### src/rtl/ew_join_issue_vec4.sv
// ew_join_issue_vec4
// Issue stage in front of the EMA update stage. It buffers a lam tile stream
// (Q0.16 unsigned) and a u tile stream (Q8.8 signed, with a start-of-sequence
// flag) in two small FIFOs, joins them one-for-one, attaches the state address
// and presents the result on a registered valid/ready port.
// Optional build macro: LAM_CLAMP_EN -- when defined, every lam element above
// LAM_MAX is replaced by LAM_MAX as it is loaded into the output register.
module ew_join_issue_vec4 #(
  parameter int TILE_SIZE  = 4,
  parameter int W          = 16,
  parameter int S_ADDR_W   = 10,
  parameter int FIFO_DEPTH = 2,
  parameter logic [W-1:0] LAM_MAX = 16'hFF00
) (
  input  logic                      clk,
  input  logic                      rst_n,
  input  logic                      lam_valid,
  output logic                      lam_ready,
  input  logic [W*TILE_SIZE-1:0]    lam_in,
  input  logic                      u_valid,
  output logic                      u_ready,
  input  logic [W*TILE_SIZE-1:0]    u_in,
  input  logic                      u_sof,
  output logic                      out_valid,
  input  logic                      out_ready,
  output logic [W*TILE_SIZE-1:0]    lam_vec,
  output logic [W*TILE_SIZE-1:0]    u_vec,
  output logic [S_ADDR_W-1:0]       s_addr,
  output logic                      out_sof
);

  localparam int VW = W * TILE_SIZE;
  localparam int AW = $clog2(FIFO_DEPTH);
  localparam logic [AW:0]         PTR_ONE  = {{AW{1'b0}}, 1'b1};
  localparam logic [S_ADDR_W-1:0] ADDR_ONE = {{(S_ADDR_W-1){1'b0}}, 1'b1};

`ifdef LAM_CLAMP_EN
  localparam logic CLAMP_ON = 1'b1;
`else
  localparam logic CLAMP_ON = 1'b0;
`endif

  // ---------------------------------------------------------------------------
  // lam FIFO: pointers carry one extra wrap bit to tell full from empty.
  // ---------------------------------------------------------------------------
  logic [VW-1:0] lam_mem_q [FIFO_DEPTH];
  logic [AW:0]   lam_wp_q, lam_wp_d, lam_rp_q, lam_rp_d;
  logic          lam_full_s, lam_empty_s, lam_push_s;
  logic [VW-1:0] lam_head_s;

  // ---------------------------------------------------------------------------
  // u FIFO: each entry is {sof, u tile}.
  // ---------------------------------------------------------------------------
  logic [VW:0]   u_mem_q [FIFO_DEPTH];
  logic [AW:0]   u_wp_q, u_wp_d, u_rp_q, u_rp_d;
  logic          u_full_s, u_empty_s, u_push_s;
  logic [VW:0]   u_head_s;

  // Output register and address counter.
  logic                load_s;
  logic                out_valid_q, out_valid_d;
  logic [VW-1:0]       lam_vec_q, lam_vec_d;
  logic [VW-1:0]       u_vec_q, u_vec_d;
  logic [S_ADDR_W-1:0] s_addr_q, s_addr_d;
  logic                out_sof_q, out_sof_d;
  logic [S_ADDR_W-1:0] cnt_q, cnt_d;
  logic [S_ADDR_W-1:0] addr_next_s;
  logic [VW-1:0]       lam_load_s;

  // FIFO status, handshakes and the join condition.
  always_comb begin
    lam_full_s  = (lam_wp_q[AW] != lam_rp_q[AW]) &&
                  (lam_wp_q[AW-1:0] == lam_rp_q[AW-1:0]);
    lam_empty_s = (lam_wp_q == lam_rp_q);
    u_full_s    = (u_wp_q[AW] != u_rp_q[AW]) &&
                  (u_wp_q[AW-1:0] == u_rp_q[AW-1:0]);
    u_empty_s   = (u_wp_q == u_rp_q);
    lam_head_s  = lam_mem_q[lam_rp_q[AW-1:0]];
    u_head_s    = u_mem_q[u_rp_q[AW-1:0]];
    // Ready depends only on stored occupancy, so a full FIFO never accepts
    // a push even in the cycle it is being popped.
    lam_push_s  = lam_valid && !lam_full_s;
    u_push_s    = u_valid && !u_full_s;
    load_s      = !lam_empty_s && !u_empty_s && (!out_valid_q || out_ready);
  end

  // Next-state for the FIFO pointers; both FIFOs pop together on load.
  always_comb begin
    lam_wp_d = lam_wp_q;
    lam_rp_d = lam_rp_q;
    u_wp_d   = u_wp_q;
    u_rp_d   = u_rp_q;
    if (lam_push_s) begin
      lam_wp_d = lam_wp_q + PTR_ONE;
    end else begin
      lam_wp_d = lam_wp_q;
    end
    if (u_push_s) begin
      u_wp_d = u_wp_q + PTR_ONE;
    end else begin
      u_wp_d = u_wp_q;
    end
    if (load_s) begin
      lam_rp_d = lam_rp_q + PTR_ONE;
      u_rp_d   = u_rp_q + PTR_ONE;
    end else begin
      lam_rp_d = lam_rp_q;
      u_rp_d   = u_rp_q;
    end
  end

  // Optional lam ceiling applied element-wise on the way into the output reg.
  always_comb begin
    lam_load_s = lam_head_s;
    for (int i = 0; i < TILE_SIZE; i++) begin
      if (CLAMP_ON && (lam_head_s[i*W +: W] > LAM_MAX)) begin
        lam_load_s[i*W +: W] = LAM_MAX;
      end else begin
        lam_load_s[i*W +: W] = lam_head_s[i*W +: W];
      end
    end
  end

  // Address for the token being loaded: restart at 0 on sof, else chain on.
  always_comb begin
    if (u_head_s[VW]) begin
      addr_next_s = {S_ADDR_W{1'b0}};
    end else begin
      addr_next_s = cnt_q + ADDR_ONE;
    end
  end

  // Next-state for the output register; fields hold while stalled.
  always_comb begin
    out_valid_d = out_valid_q;
    lam_vec_d   = lam_vec_q;
    u_vec_d     = u_vec_q;
    s_addr_d    = s_addr_q;
    out_sof_d   = out_sof_q;
    cnt_d       = cnt_q;
    if (load_s) begin
      out_valid_d = 1'b1;
      lam_vec_d   = lam_load_s;
      u_vec_d     = u_head_s[VW-1:0];
      s_addr_d    = addr_next_s;
      out_sof_d   = u_head_s[VW];
      cnt_d       = addr_next_s;
    end else if (out_valid_q && out_ready) begin
      out_valid_d = 1'b0;
    end else begin
      out_valid_d = out_valid_q;
    end
  end

  // FIFO storage writes; contents need no reset since pointers gate them.
  always_ff @(posedge clk) begin
    if (lam_push_s) begin
      lam_mem_q[lam_wp_q[AW-1:0]] <= lam_in;
    end
    if (u_push_s) begin
      u_mem_q[u_wp_q[AW-1:0]] <= {u_sof, u_in};
    end
  end

  // State registers: pointers, output register and address counter.
  always_ff @(posedge clk or negedge rst_n) begin
    if (!rst_n) begin
      lam_wp_q    <= {(AW+1){1'b0}};
      lam_rp_q    <= {(AW+1){1'b0}};
      u_wp_q      <= {(AW+1){1'b0}};
      u_rp_q      <= {(AW+1){1'b0}};
      out_valid_q <= 1'b0;
      lam_vec_q   <= {VW{1'b0}};
      u_vec_q     <= {VW{1'b0}};
      s_addr_q    <= {S_ADDR_W{1'b0}};
      out_sof_q   <= 1'b0;
      cnt_q       <= {S_ADDR_W{1'b1}};
    end else begin
      lam_wp_q    <= lam_wp_d;
      lam_rp_q    <= lam_rp_d;
      u_wp_q      <= u_wp_d;
      u_rp_q      <= u_rp_d;
      out_valid_q <= out_valid_d;
      lam_vec_q   <= lam_vec_d;
      u_vec_q     <= u_vec_d;
      s_addr_q    <= s_addr_d;
      out_sof_q   <= out_sof_d;
      cnt_q       <= cnt_d;
    end
  end

  assign lam_ready = !lam_full_s;
  assign u_ready   = !u_full_s;
  assign out_valid = out_valid_q;
  assign lam_vec   = lam_vec_q;
  assign u_vec     = u_vec_q;
  assign s_addr    = s_addr_q;
  assign out_sof   = out_sof_q;

endmodule

### config.mk
export PLATFORM = sky130hd
export DESIGN_NAME = ew_join_issue_vec4
export DESIGN_NICKNAME = d
export VERILOG_FILES = /design/src/rtl/ew_join_issue_vec4.sv
export SDC_FILE = /design/constraint.sdc
export NUM_CORES = 1
export LEC_CHECK = 0
export ABC_AREA = 1
export CORE_AREA = 2 2 232 234
export CTS_BUF_LIST = sky130_fd_sc_hd__clkbuf_4
export CTS_CLUSTER_DIAMETER = 50
export DETAILED_ROUTE_END_ITERATION = 16
export DIE_AREA = 0 0 234 236
export GPL_TIMING_DRIVEN = 0
export PLACE_DENSITY = 0.53
export SETUP_SLACK_MARGIN = 0.5
export SYNTH_ARGS = -nofsm -noshare
export SYNTH_HDL_FRONTEND = slang
export SYNTH_SLANG_ARGS = --single-unit
### constraint.sdc
create_clock -name clk -period 5 [get_ports clk]
set_input_delay 0.75 -clock clk [delete_from_list [all_inputs] [get_ports clk]]
set_output_delay 0.75 -clock clk [all_outputs]
set_load 0.05 [all_outputs]
==> results summary <==
Summed over all cells, the static leakage comes to about 8.4 nW. Grouping stages by cell kind, the critical path spends the most delay in buffers and inverters. The number of hold violations in the final report is 0.

The proportion of netlist area held by the largest area contributor came out at 0.493. Excluding fillers, the count of instances in the completed layout stands at 2189. The net count of the mapped netlist is approximately 1100. The tree built by TritonCTS fans out to 416 sinks. The H-tree level count came out at 3. CTS placed an instance of sky130_fd_sc_hd__clkbuf_4 at the clock tree root. The worst setup path is launched from a flip-flop.

The flow ran to the end, and the final reports show no timing, DRC or antenna violations. The layout-stage area growth over the synthesis result came out at 34.3%. The fraction of final layout cells sized beyond drive strength 1 is 0.258. The post-synthesis instance total is between 900 and 1000. The relative max-transition margin is 0.500.

Internal power comes to approximately 9.4 mW. The number of port buffers came out at ~280. Summed over all nets, the switching power comes to between 6 and 7 mW. On the critical path, the stage with the largest delay is an instance of sky130_fd_sc_hd__clkdlybuf4s50_1. The fraction of the cycle the final worst path needs came out at 0.670.

The post-synthesis cell area came out at around 16000 um^2. The synthesized design spends more area on one cell type than any other, namely sky130_fd_sc_hd__edfxtp_1. The largest driver fanout on the critical path came out at 4. The switching part of the total power came out at 0.424. By area the synthesized netlist is led by sky130_fd_sc_hd__edfxtp_1 49%, sky130_fd_sc_hd__dfrtp_1 24%, sky130_fd_sc_hd__mux2i_1 8.2%. The first detailed-routing pass took 5 iterations. The sequential share of power is 0.333. The transition at the pin with the smallest max-transition slack is between 0.7 and 0.8 ns. The total vias in the final route came out at just over 9000. The power density normalized to cell area came out at between 700 and 800 nW/um^2. The overflow left after global routing came out at 0. By instance count, the cell type seen most on the critical path is sky130_fd_sc_hd__nand2_1. The final HPWL from detailed placement came out at 25300 um.

The via count of the first global-routing pass is 9936. The ratio of routed vias to standard cells came out at 4.26. In the final routed layout, each cell accounts on average for 17.3 um. Of the total power, combinational logic draws 0.477. For this block, the initial DRC count from the detailed router was between 300 and 400. The die extent in x is 234 um. The max-slew violation count came out at 0. The first global-routing pass estimated between 50000 and 60000 um of wire.

The placed instance count came out at between 1500 and 2000. The critical path endpoint category is a primary output. The clock buffer count from CTS is 110. The startpoint of the worst hold path is u_vec[37]$_DFFE_PN0P_. The I/O pin total is about 280. The max-capacitance violation count came out at 0. The starting utilization of the core area is 0.296. The start of the worst register-to-register path is u_wp_q[0]$_DFFE_PN0P_. The signal on the critical path passes through inv_1 -> nand2_1 -> nand2_1 -> nand3_1 -> clkdlybuf4s50_1.

The fmax is 0.299 GHz. In the final design database the tool counted about 1500 nets. The die extent in y came out at between 200 and 250 um. The most used flip-flop cell after synthesis is sky130_fd_sc_hd__edfxtp_1. Setup repair after global routing left no endpoint under its margin. The standard-cell row count came out at 85.

Final hold analysis gives a worst-case slack of 0.478 ns. The register clock-pin slew on the reported worst setup and hold paths came out at approximately 0.06 ns. The warning count from the yosys run came out at 0.

The number of different library cells used by synthesis comes to 28. In this run the deepest clock path goes through 3 buffers. For this run, the slowest stage of the critical path takes ~0.84 ns. The register-to-register setup slack is about 2.4 ns. For the worst setup path, the data required time is about 4.3 ns. The number of register bits inferred by synthesis came out at roughly 420. The peak supply drop is 0.349 mV. For hold timing, the worst endpoint is u_vec[37]$_DFFE_PN0P_. The number of setup buffers added after CTS is 0.

The number of cells on the worst reg-to-reg path came out at 8. The total wire length after detailed routing came out at 37800 um. The worst setup path is of the flip-flop to primary output kind.

The post-route antenna net violation count came out at 0. The routability congestion estimate is 0.756. The number of enable-type register cells in the synthesized netlist is roughly 260. The initial antenna violation count came to 3. Of the synthesized area, sequential elements account for 0.746. The tightest min-delay check is of the flip-flop to flip-flop type. Along the worst hold path, the cell count comes to 2. The region available for standard cell placement spans around 53000 um^2. The number of fill cells is 5011. The number of gates given a new drive strength after cts came out at 0. The clock period minus worst slack is 3.35 ns. Sorting the synthesized cells by how often they occur yields 258 x sky130_fd_sc_hd__edfxtp_1, 207 x sky130_fd_sc_hd__nand2_1, 148 x sky130_fd_sc_hd__dfrtp_1, 128 x sky130_fd_sc_hd__mux2i_1, 112 x sky130_fd_sc_hd__o21ai_2. Once layout is done, the placed cells without fillers occupy 21100 um^2. The clock skew is 0.0517 ns. The most common cell in the synthesized netlist is sky130_fd_sc_hd__edfxtp_1. The clock tree from TritonCTS is built. In the synthesized netlist the async set-or-reset flop fraction comes to 0.380. The design draws roughly 16 mW. The final setup violation count is 0. The pin count of the biggest net entering global routing is 83.

The post-detailed-placement cell area came out at 19600 um^2. The reg-to-reg critical path endpoint is u_mem_q[1][19]$_DFFE_PP_. The part of the total power dissipated in the clock network is 0.191.

The insertion delay to the later sink of the worst-skew pair came out at about 0.85 ns. The critical path buffer and inverter count came out at 2. The all-layer global routing usage is 0.139. The number of remaining DRC errors is 0. The full die area is approximately 55000 um^2. The post-synthesis area per instance is about 16 um^2. The endpoint arrival time on the critical path came out at between 2 and 3 ns.
-- cell usage in the layout (no fill, tap or decap), drive strengths merged --
cell,n
clkdlybuf4s50,274
edfxtp,258
nand2,209
clkbuf,187
dfrtp,148
o21ai,140
mux2i,128
buf,57
inv,23
clkinv,16
nor2,13
nand3,11
dfstp,10
xor2,5
diode,4
xnor2,3
a21oi,2
o21bai,1
ha,1
bufinv,1
clkinvlp,1
dlygate4sd3,1
-- timing repair --
item	4_1_cts	5_1_grt
hold endpoints to repair	71	0
endpoints found under the setup margin	0	0
hold buffers	1	0
-- sequential cells by signal (all words and copies together) (netlist names) --
signal     flops
u_wp_q         2
out_valid      1
s_addr        10
lam_rp_q       2
out_sof        1
lam_wp_q       2
u_vec         64
u_mem_q      130
u_rp_q         2
lam_mem_q    128
lam_vec       64
cnt_q         10
-- layout make-up --
class / count / area [um^2] / share of cell area
timing repair buffer: 285 / 2960 / 0.140
multi-input combinational: 513 / 3460 / 0.164
tap: 696 / 871 / 0.0413
sequential: 416 / 11700 / 0.556
antenna: 4 / 10.0 / 0.000475
inverter: 20 / 77.6 / 0.00368
buffer: 48 / 480 / 0.0228
clock buffer: 186 / 1400 / 0.0662
clock inverter: 21 / 116 / 0.00552
-- how the worst max path moves through the flow --
stage | from | to | slack, ns | cells past startpoint
floorplan | u_rp_q[0]$_DFFE_PN0P_ | u_mem_q[1][0]$_DFFE_PP_ | 0.54 | 6
finish | u_wp_q[0]$_DFFE_PN0P_ | u_ready | 1.65 | 5
detailed placement | u_valid | u_mem_q[1][19]$_DFFE_PP_ | 2.03 | 5
global route | u_wp_q[0]$_DFFE_PN0P_ | u_ready | 1.46 | 5
CTS | u_wp_q[0]$_DFFE_PN0P_ | u_ready | 1.49 | 5
global placement | rst_n | lam_vec[49]$_DFFE_PN0P_ | -4.44 | 1
-- cell families after synthesis --
| logic type | Yosys count | share of synthesized area |
|---|---|---|
| compound gates | 143 | 0.0725 |
| xor+xnor | 8 | 0.00494 |
| mux | 128 | 0.0816 |
| buf+inv | 68 | 0.0355 |
| simple gates | 233 | 0.0587 |
| fa+ha+maj | 1 | 0.000797 |
| flops | 416 | 0.746 |
-- power groups by stage --
stage               Clock [mW]  Sequential (mW)  Combinational, mW
finish                    3.10             5.42               7.76
global route              3.43             5.54               8.33
CTS                       3.25             5.43               7.95
detailed placement           0             5.49               7.94
global placement             0             5.57               7.72
floorplan                    0             7.33               3.44
-- worst min-delay path: cells and delay by family (launching register included) --
family	cells	cell delay, ns
flops	1	0.34
compound gates	1	0.05
simple gates	1	0.06
-- routing by layer --
layer | wire length (um) | GRT usage | up-vias | part of all wire
li1 | - | - | 4452 | -
met1 | 15500 | 0.161 | 4562 | 0.41
met2 | 18900 | 0.229 | 235 | 0.50
met3 | 2440 | 0.0465 | 68 | 0.064
met4 | 970 | 0.0660 | 2 | 0.026
met5 | 12 | 0 | - | 0.00032
-- per-stage QoR --
stage,TNS [ns],worst slack (ns),utilization
finish,0,1.65,0.397
global placement,-1124.38,-4.44,0.364
global route,0,1.46,0.397
detailed placement,0,2.03,0.368
CTS,0,1.49,0.397
floorplan,0,0.540,-
Power figures use the tool's default switching activity.
